## config.mk

```make
export PLATFORM = sky130hd
export DESIGN_NAME = seg_pattern_reader
export DESIGN_NICKNAME = d
export VERILOG_FILES = /design/src/rtl/seg_pkg.sv /design/src/rtl/seg_to_nibble.sv /design/src/rtl/seg_pattern_reader.sv
export SDC_FILE = /design/constraint.sdc
export NUM_CORES = 1
export LEC_CHECK = 0
export CORE_AREA = 2 2 80 82
export DETAILED_ROUTE_END_ITERATION = 16
export DIE_AREA = 0 0 82 84
export PLACE_DENSITY_LB_ADDON = 0.15
export SYNTH_ARGS = -nofsm -noshare
export SYNTH_HDL_FRONTEND = slang
export SYNTH_SLANG_ARGS = --single-unit
```

## constraint.sdc

```tcl
create_clock -name clk -period 6.72 [get_ports clk]
set_clock_uncertainty 0.1 [all_clocks]
set_input_delay 1.344 -clock clk [delete_from_list [all_inputs] [get_ports clk]]
set_output_delay 1.344 -clock clk [all_outputs]
set_load 0.02 [all_outputs]
```

## src/rtl/seg_pkg.sv

```systemverilog
// Shared definitions for the seven-segment pattern reader: glyph table,
// blank pattern and FSM state encoding.
package seg_pkg;

  // Active-low segment patterns (bit6=g .. bit0=a) indexed by hex value.
  localparam logic [6:0] GLYPHS [16] = '{
    7'b1000000, 7'b1111001, 7'b0100100, 7'b0110000,
    7'b0011001, 7'b0010010, 7'b0000010, 7'b1111000,
    7'b0000000, 7'b0011000, 7'b0001000, 7'b0000011,
    7'b1000110, 7'b0100001, 7'b0000110, 7'b0001110
  };

  localparam logic [6:0] SEG_BLANK = 7'b1111111;

  typedef enum logic [1:0] {
    IDLE  = 2'd0,
    COUNT = 2'd1,
    HOLD  = 2'd2
  } state_e;

endpackage

```

## src/rtl/seg_to_nibble.sv

```systemverilog
// Combinational glyph decoder: maps a seven-segment pattern to its hex value.
// Patterns not in the glyph table (blank included) report legal = 0.
module seg_to_nibble
  import seg_pkg::*;
(
  input  logic [6:0] seg,
  output logic [3:0] nibble,
  output logic       legal
);

  always_comb begin
    nibble = 4'h0;
    legal  = 1'b0;
    for (int i = 0; i < 16; i++) begin
      if (seg == GLYPHS[i]) begin
        nibble = 4'(i);
        legal  = 1'b1;
      end
    end
  end

endmodule

```

## src/rtl/seg_pattern_reader.sv

```systemverilog
// Reconstructs hex frames by snooping a multiplexed seven-segment display bus.
// Each digit must be stable for STABLE_CYCLES samples before it is accepted.
module seg_pattern_reader
  import seg_pkg::*;
#(
  parameter int STABLE_CYCLES = 4,
  parameter int NUM_DIGITS    = 4
) (
  input  logic                    clk,
  input  logic                    rst_n,
  input  logic [NUM_DIGITS-1:0]   an_in,
  input  logic [6:0]              seg_in,
  output logic [4*NUM_DIGITS-1:0] word_out,
  output logic                    out_valid,
  input  logic                    out_ready,
  output logic                    err_pattern,
  output logic                    err_overrun,
  input  logic                    err_clear,
  output state_e                  fsm_state
);

  logic [NUM_DIGITS-1:0]   an_q, an_p;
  logic [6:0]              seg_q, seg_p;
  state_e                  state, state_nx;
  logic [7:0]              cnt, cnt_nx;
  logic                    capture;
  logic [NUM_DIGITS-1:0]   mask;
  logic [4*NUM_DIGITS-1:0] frame;
  logic [3:0]              nibble;
  logic                    legal;
  logic                    sample_valid, same, mask_full, handshake;

  // Current registered sample plus the one before it, for stability compare.
  always_ff @(posedge clk or negedge rst_n) begin
    if (!rst_n) begin
      an_q  <= '1;
      seg_q <= '1;
      an_p  <= '1;
      seg_p <= '1;
    end else begin
      an_q  <= an_in;
      seg_q <= seg_in;
      an_p  <= an_q;
      seg_p <= seg_q;
    end
  end

  assign sample_valid = $onehot(~an_q);
  assign same         = (an_q == an_p) && (seg_q == seg_p);

  seg_to_nibble u_dec (
    .seg    (seg_q),
    .nibble (nibble),
    .legal  (legal)
  );

  always_ff @(posedge clk or negedge rst_n) begin
    if (!rst_n) begin
      state <= IDLE;
      cnt   <= 8'd0;
    end else begin
      state <= state_nx;
      cnt   <= cnt_nx;
    end
  end

  always_comb begin
    state_nx = state;
    cnt_nx   = cnt;
    capture  = 1'b0;
    case (state)
      IDLE: begin
        if (sample_valid) begin
          state_nx = COUNT;
          cnt_nx   = 8'd1;
        end
      end
      COUNT: begin
        if (!same) begin
          state_nx = sample_valid ? COUNT : IDLE;
          cnt_nx   = sample_valid ? 8'd1 : 8'd0;
        end else if (cnt == 8'(STABLE_CYCLES - 1)) begin
          state_nx = HOLD;
          cnt_nx   = 8'(STABLE_CYCLES);
          capture  = 1'b1;
        end else begin
          cnt_nx = cnt + 8'd1;
        end
      end
      HOLD: begin
        // Only a change of sample re-arms counting: one capture per dwell.
        if (!same) begin
          state_nx = sample_valid ? COUNT : IDLE;
          cnt_nx   = sample_valid ? 8'd1 : 8'd0;
        end
      end
      default: begin
        state_nx = IDLE;
        cnt_nx   = 8'd0;
      end
    endcase
  end

  assign fsm_state = state;
  assign mask_full = &mask;

  // Output handshake: a frame transfers on any edge where out_valid and
  // out_ready are both high; word_out is held stable until then.
  assign handshake = out_valid && out_ready;

  always_ff @(posedge clk or negedge rst_n) begin
    if (!rst_n) begin
      mask        <= '0;
      frame       <= '0;
      word_out    <= '0;
      out_valid   <= 1'b0;
      err_pattern <= 1'b0;
      err_overrun <= 1'b0;
    end else begin
      for (int i = 0; i < NUM_DIGITS; i++) begin
        if (capture && legal && !an_q[i]) begin
          frame[4*i +: 4] <= nibble;
        end
      end
      mask <= (mask_full ? '0 : mask) | ((capture && legal) ? ~an_q : '0);

      if (mask_full) begin
        word_out  <= frame;
        out_valid <= 1'b1;
      end else if (handshake) begin
        out_valid <= 1'b0;
      end

      if (err_clear)             err_pattern <= 1'b0;
      else if (capture && !legal) err_pattern <= 1'b1;

      if (err_clear)                                   err_overrun <= 1'b0;
      else if (mask_full && out_valid && !out_ready)   err_overrun <= 1'b1;
    end
  end

endmodule

```

; Yosys cells after proc, flatten, opt, wreduce, memory -nomap -nowiden
; Cells that the tools add are included.
[word_totals]
latch_bits = 0
n_memories = 0
reg_bits = 71
rom_bits = 0
wordCells = 123
in_bits = 15
mem_bits_rw = 0
[classes]
shifts = 0
add_sub_neg = 4
n_lt_le_gt_ge = 0
n_mux = 54
multipliers = 0
n_div = 0
reduce_logical = 24
n_eq_ne = 24
bitwise = 2
[ops]
columns = operator, count
row1 = $mux 4, 10
row2 = $mux 8, 4
row3 = $eq 7x7->1 const B, 4
row4 = $mux 1, 28
row5 = $pmux 8 s3, 1
row6 = $eq 7x5->1 const B, 3
row7 = $eq 7x6->1 const B, 3
row8 = $eq 7x2->1 const B, 2
row9 = $eq 7x4->1 const B, 2
row10 = $mux 2, 6
row11 = $mux 3, 4
row12 = $logic_and 1x1->1, 10
row13 = $add 8x1->8 const B, 1
row14 = $eq 8x2->1 const B, 1
row15 = $eq 7x3->1 const B, 1
row16 = $eq 7x7->1, 1
row17 = $logic_not 7->1, 1
row18 = $logic_not 1->1, 6
row19 = $pmux 2 s3, 1
row20 = $reduce_bool 2->1, 3
row21 = $add 1x1->2, 2
row22 = $eq 4x4->1, 1
row23 = $ne 2x2->1 const B, 2
row24 = $not 4->4, 1
row25 = other kinds (10), 10

; Longest topological paths before layout
[depth]
depth_word = 21
depth_mapped = 11
mapped_depth_nobuf = 10

; By module
; Synthesis repeated with hierarchy kept, for this count alone.
[hier_totals]
hier_cells = 257
area_unflattened_um2 = 3315.7
[by_module_without_submodules]
columns = module, cells_each, area_per_inst_um2, instances, seq_area_each_um2
row1 = seg_pattern_reader, 201, 2902.8, 1, 1804.2
row2 = seg_to_nibble, 56, 412.9, 1, 0.0

; Worst setup path before layout
; No wires, ideal clock.
[synth_path]
path_type = register -> register
from = reg an_q[1]
to = reg cnt[4]
path_slack_ns = 3.890
period_less_slack_ns = 2.830
arrival_ns = 2.605
path_stages_with_launch = 12
setup_ns = 0.125
path_buffers = 1
cell_sequence = dfstp_2 fa_1 inv_1 ha_1 ha_1 or3b_2 clkbuf_1 nor2_1 nor2_1 o21ai_0 o21a_1 nor3_1
[synth_via]
elab_chain_len = 6
[synth_lines]
columns = item, line_no
row1 = from (decl), seg_pattern_reader.sv:22  ; logic [NUM_DIGITS-1:0] an_q, an_p;
row2 = from (signal assigned), seg_pattern_reader.sv:41  ; an_q <= an_in;
row3 = $not 4->4, seg_pattern_reader.sv:48  ; assign sample_valid = $onehot(~an_q);
row4 = $add 1x1->2 (implied by the code), seg_pattern_reader.sv:48
row5 = $add 2x2->3 (implied by the code), seg_pattern_reader.sv:48
row6 = $eq 3x1->1, seg_pattern_reader.sv:48
row7 = $ne 2x2->1 (no source line), --
row8 = $reduce_and 2->1 (no source line), --
row9 = to (signal assigned), seg_pattern_reader.sv:63  ; cnt <= cnt_nx;
row10 = to (decl), seg_pattern_reader.sv:25  ; logic [7:0] cnt, cnt_nx;
; Parallel ways exist; a longest one is shown, timed or not.
; A chain may end at the register's enable or synchronous reset.

; Worst setup path in the final report
[layout_path]
from = reg an_q[1]
to = reg cnt[6]
; Same word-level chain as after synthesis.

==> metrics list <==
- Status: finished, final reports clean
* Biggest area consumer among synthesized cells: sky130_fd_sc_hd__dfrtp_1
- Of the total synthesized cell area, the portion taken by AND, OR, NAND and NOR gates is 12.37%.
* Detail-routed via count per cell: 5.551
- The placed instances occupy a cell area of 3618 µm².
- Largest stage delay, worst path: 600 ps
* Largest delay contributor family on the critical path: simple AND/OR/NAND/NOR gates
* Netlist cell types: 57
- Total routing usage reported by global routing: 18.85%
- The slowest stage of the critical path is the sky130_fd_sc_hd__dfstp_2 cell.
- Total via count after detailed routing: 2054
- Arrival time worst endpoint: 3130 ps
* Placement Setup Slack: 3734 ps
* Power per cell area: 226.4 nW/µm²
- CTS hold repair buffers: 0
* Instance count of the mapped netlist: 254
- Maximum vdd drop: 0.1745 mV
* RSZ-0062 raised after global routing: false
* Share of async-settable or async-resettable flops after synthesis: 100.0%
* Hold Path Class: flip-flop to flip-flop
* WS Path Type: flip-flop to flip-flop
* TritonCTS Buffers: 9
- Fraction of layout instances using a drive strength above 1: 25.26%
- Cell internal power was estimated by the tool at 0.6527 mW.
- For this configuration, the core starts out at a cell density of 53.08%.
- Weighted congestion reported at the end of routability-driven placement: 0.8921
- Gates resized during post-CTS repair numbered 0.
* Number of synthesized flops with an enable pin: 0
- First-pass GRT wire length: 9.887 mm
- Register Area: 1804 µm²
* Clock input transition at the sequential cells of the worst setup and hold paths: 80 ps
* Number of antenna violations at the first check in global routing: 0
- Synth Area in XOR/XNOR: 3.790%
- Sequential cell fraction of total power: 53.3%
- Required time of the worst setup path: 6850 ps
- The filler cells instantiated in the layout total 506.
- Number of global-route vias before repair: 2010
- In this run the clock root is driven by a sky130_fd_sc_hd__clkbuf_8.
* Adder-cell share of the synthesized area: 2.088%
- The analysis attributes to net switching a power of 0.2117 mW.
- Of the post-synthesis cell area, the dominant cell type holds 37.90%.
- Final max-slew violation count: 0
- Measured along the y axis, the die boundary spans 84 µm.
- In this run, placement finished with an instance count of 354.
* F_max: 0.3338 GHz
* # setup viols final: 0
- Combinational family with the most area after synthesis: multiplexers
- The worst path in the final design needs a cycle of 2996 ps, including I/O delays and setup.
* Drt wl/cell: 15.25 µm
- Final hold vios: 0
* Area of the multi-input gates: 1335 µm²
* Number of warnings reported in the yosys synthesis log: 0
- Final Cycle Share: 44.58%
* Layout overhead on the synthesized area: 17.98%
- The completed layout was analyzed and its total power is 0.8644 mW.
* Congestion Overflow GR: 0
- Slew margin rel.: 24.63%
- Post-Syn Nets: 273
- CP Capture Type: flip-flop
* Crit path buffers/inverters: 1
* Mapped cell area: 3236 µm²
- Counting every sink on the clock net gives 71.
- Sequential elements use 55.76% of the synthesized area.
* Static Leak: 1.735 nW
- Entering global routing, the biggest net connects 72 pins.
- Die span in x: 82 µm
* Total Nets Final: 307
- After detailed routing, the number of remaining DRC violations is 0.
- Most used DFF post-synth: sky130_fd_sc_hd__dfrtp_1
- Number of diodes added for antenna fixing: 0
- Flop and latch count out of synthesis: 71
* TritonCTS clock tree: built
- The clock network is responsible for 39.4% of the overall power.
- The worst setup path is launched from a flip-flop.
- Each instance of the synthesized netlist takes up on average 12.74 µm².
- Estimated wirelength of the detail-placed design: 3.764 mm
* WL final: 5.643 mm
- Worst Hold Margin: 312.3 ps
- Pin placement for this block handled 36 I/O pins.
* First-pass iteration count of the detailed router: 4
* Final instance count without filler cells: 370
- Post-CTS Setup Bufs: 0
- Standard-cell row count: 29
* Total Neg Setup Slack: 0 ps
* Buffers from clock root to sink, at most: 2
- Walking the worst path, the cells encountered are fa_1, inv_1, ha_1, ha_1, or3b_2, nor2_1, nor2_1, o21ai_0, o21a_1, nor3_1.
* Most instantiated cells after synthesis: 49 x sky130_fd_sc_hd__dfrtp_1, 22 x sky130_fd_sc_hd__dfstp_2, 17 x sky130_fd_sc_hd__mux2_2
- The floorplan step defined a die boundary enclosing 6888 µm².
- Compound-gate portion of the synthesized area: 10.29%
* Insertion delay of the later-clocked pin in the worst-skew pair: 340 ps
- Least setup slack across all paths after layout: 3724 ps
* Ranking of synthesized cells by area: sky130_fd_sc_hd__dfrtp_1 38%, sky130_fd_sc_hd__dfstp_2 18%, sky130_fd_sc_hd__mux2_2 5.9%
* Tightest Pin Transition: 1127 ps
* Sw Share: 24.49%
- Area of the core: 6096 µm²
- The H-tree was split into 3 levels.
* Starting DRC count in detailed routing: 82
* Remaining antenna violation count after routing: 0
- CP max FO: 6
- Core occupancy in the finished layout: 62.62%
* Cell with the most instances after synthesis: sky130_fd_sc_hd__dfrtp_1
- The portion of synthesized area spent on multiplexers is 12.72%.
* Final design area excluding fillers: 3817 µm²
* Port buffer count: 35
- The tool flagged a number of max-cap violations equal to 0.
- Per report_power, the combinational group accounts for 7.3% of the total.
kinds of logic after synthesis:
logic type	count (synthesis)
mux	37
simple gates	63
compound gates	43
xor+xnor	14
buf+inv	21
fa+ha+maj	5
flops	71
final cells by class:
type,count,share of cell area [%]
Clock buffer,11,3.704
Clock inverter,5,1.508
Inverter,8,0.7866
Multi-Input combinational cell,162,34.97
Sequential cell,71,47.26
Tap cell,77,2.524
Timing Repair Buffer,36,9.243
routing by layer:
metal	part of all wire (%)	up-vias	GRT usage (%)
met5	0	-	0
met4	1.2	0	5.909
met3	4.7	6	5.844
met2	46	51	26.09
met1	48	1016	28.35
li1	-	981	-
state kept, by name (all words and copies together) (netlist names), 2 cells and up:
register / count
mask: 4
an_q: 4
frame: 16
word_out: 16
cnt: 8
seg_q: 7
fsm_state: 2
an_p: 4
seg_p: 7
layout by cell type (no fill, tap or decap), types with 8 or more instances in the layout:
cell,netlist,routed
sky130_fd_sc_hd__clkdlybuf4s50_1,0,34
sky130_fd_sc_hd__mux2_1,16,16
sky130_fd_sc_hd__nand2_1,8,8
sky130_fd_sc_hd__nor2_1,14,14
sky130_fd_sc_hd__dfstp_2,22,22
sky130_fd_sc_hd__dfrtp_1,49,49
sky130_fd_sc_hd__mux2_2,17,17
sky130_fd_sc_hd__clkbuf_8,0,10
sky130_fd_sc_hd__nor3_1,8,8
sky130_fd_sc_hd__xor2_1,13,13
final timing paths:
| kind | from | to | slack [ps] | cells after the start |
|---|---|---|---|---|
| worst min register to register | an_q[3] | an_p[3] | 310 | 0 |
| worst max register to register | an_q[1] | cnt[6] | 3720 | 10 |
| min in group asynchronous | rst_n | word_out[3] | 1080 | 2 |
| max in group asynchronous | rst_n | cnt[1] | 4870 | 2 |
| worst min-delay path | an_q[3] | an_p[3] | 310 | 0 |
| worst max-delay path | an_q[1] | cnt[6] | 3720 | 10 |
worst reg2reg max path, delay by kind of cell (launching register included):
family,cells,cell delay (ps)
and+or+nand+nor,4,900
adders and majority gates,3,770
DFF,1,600
buffers and inverters,1,70
AOI/OAI and AO/OA,2,440
power by group through the flow:
| stage | clock (mW) | combinational (mW) | sequential (mW) |
|---|---|---|---|
| floorplan | 0 | 0.0447 | 0.459 |
| global placement | 0 | 0.0622 | 0.467 |
| detailed placement | 0 | 0.0636 | 0.468 |
| CTS | 0.348 | 0.0642 | 0.460 |
| global route | 0.370 | 0.0724 | 0.463 |
| finish | 0.341 | 0.0629 | 0.461 |
Note: power is estimated with default switching activity, not from simulation.
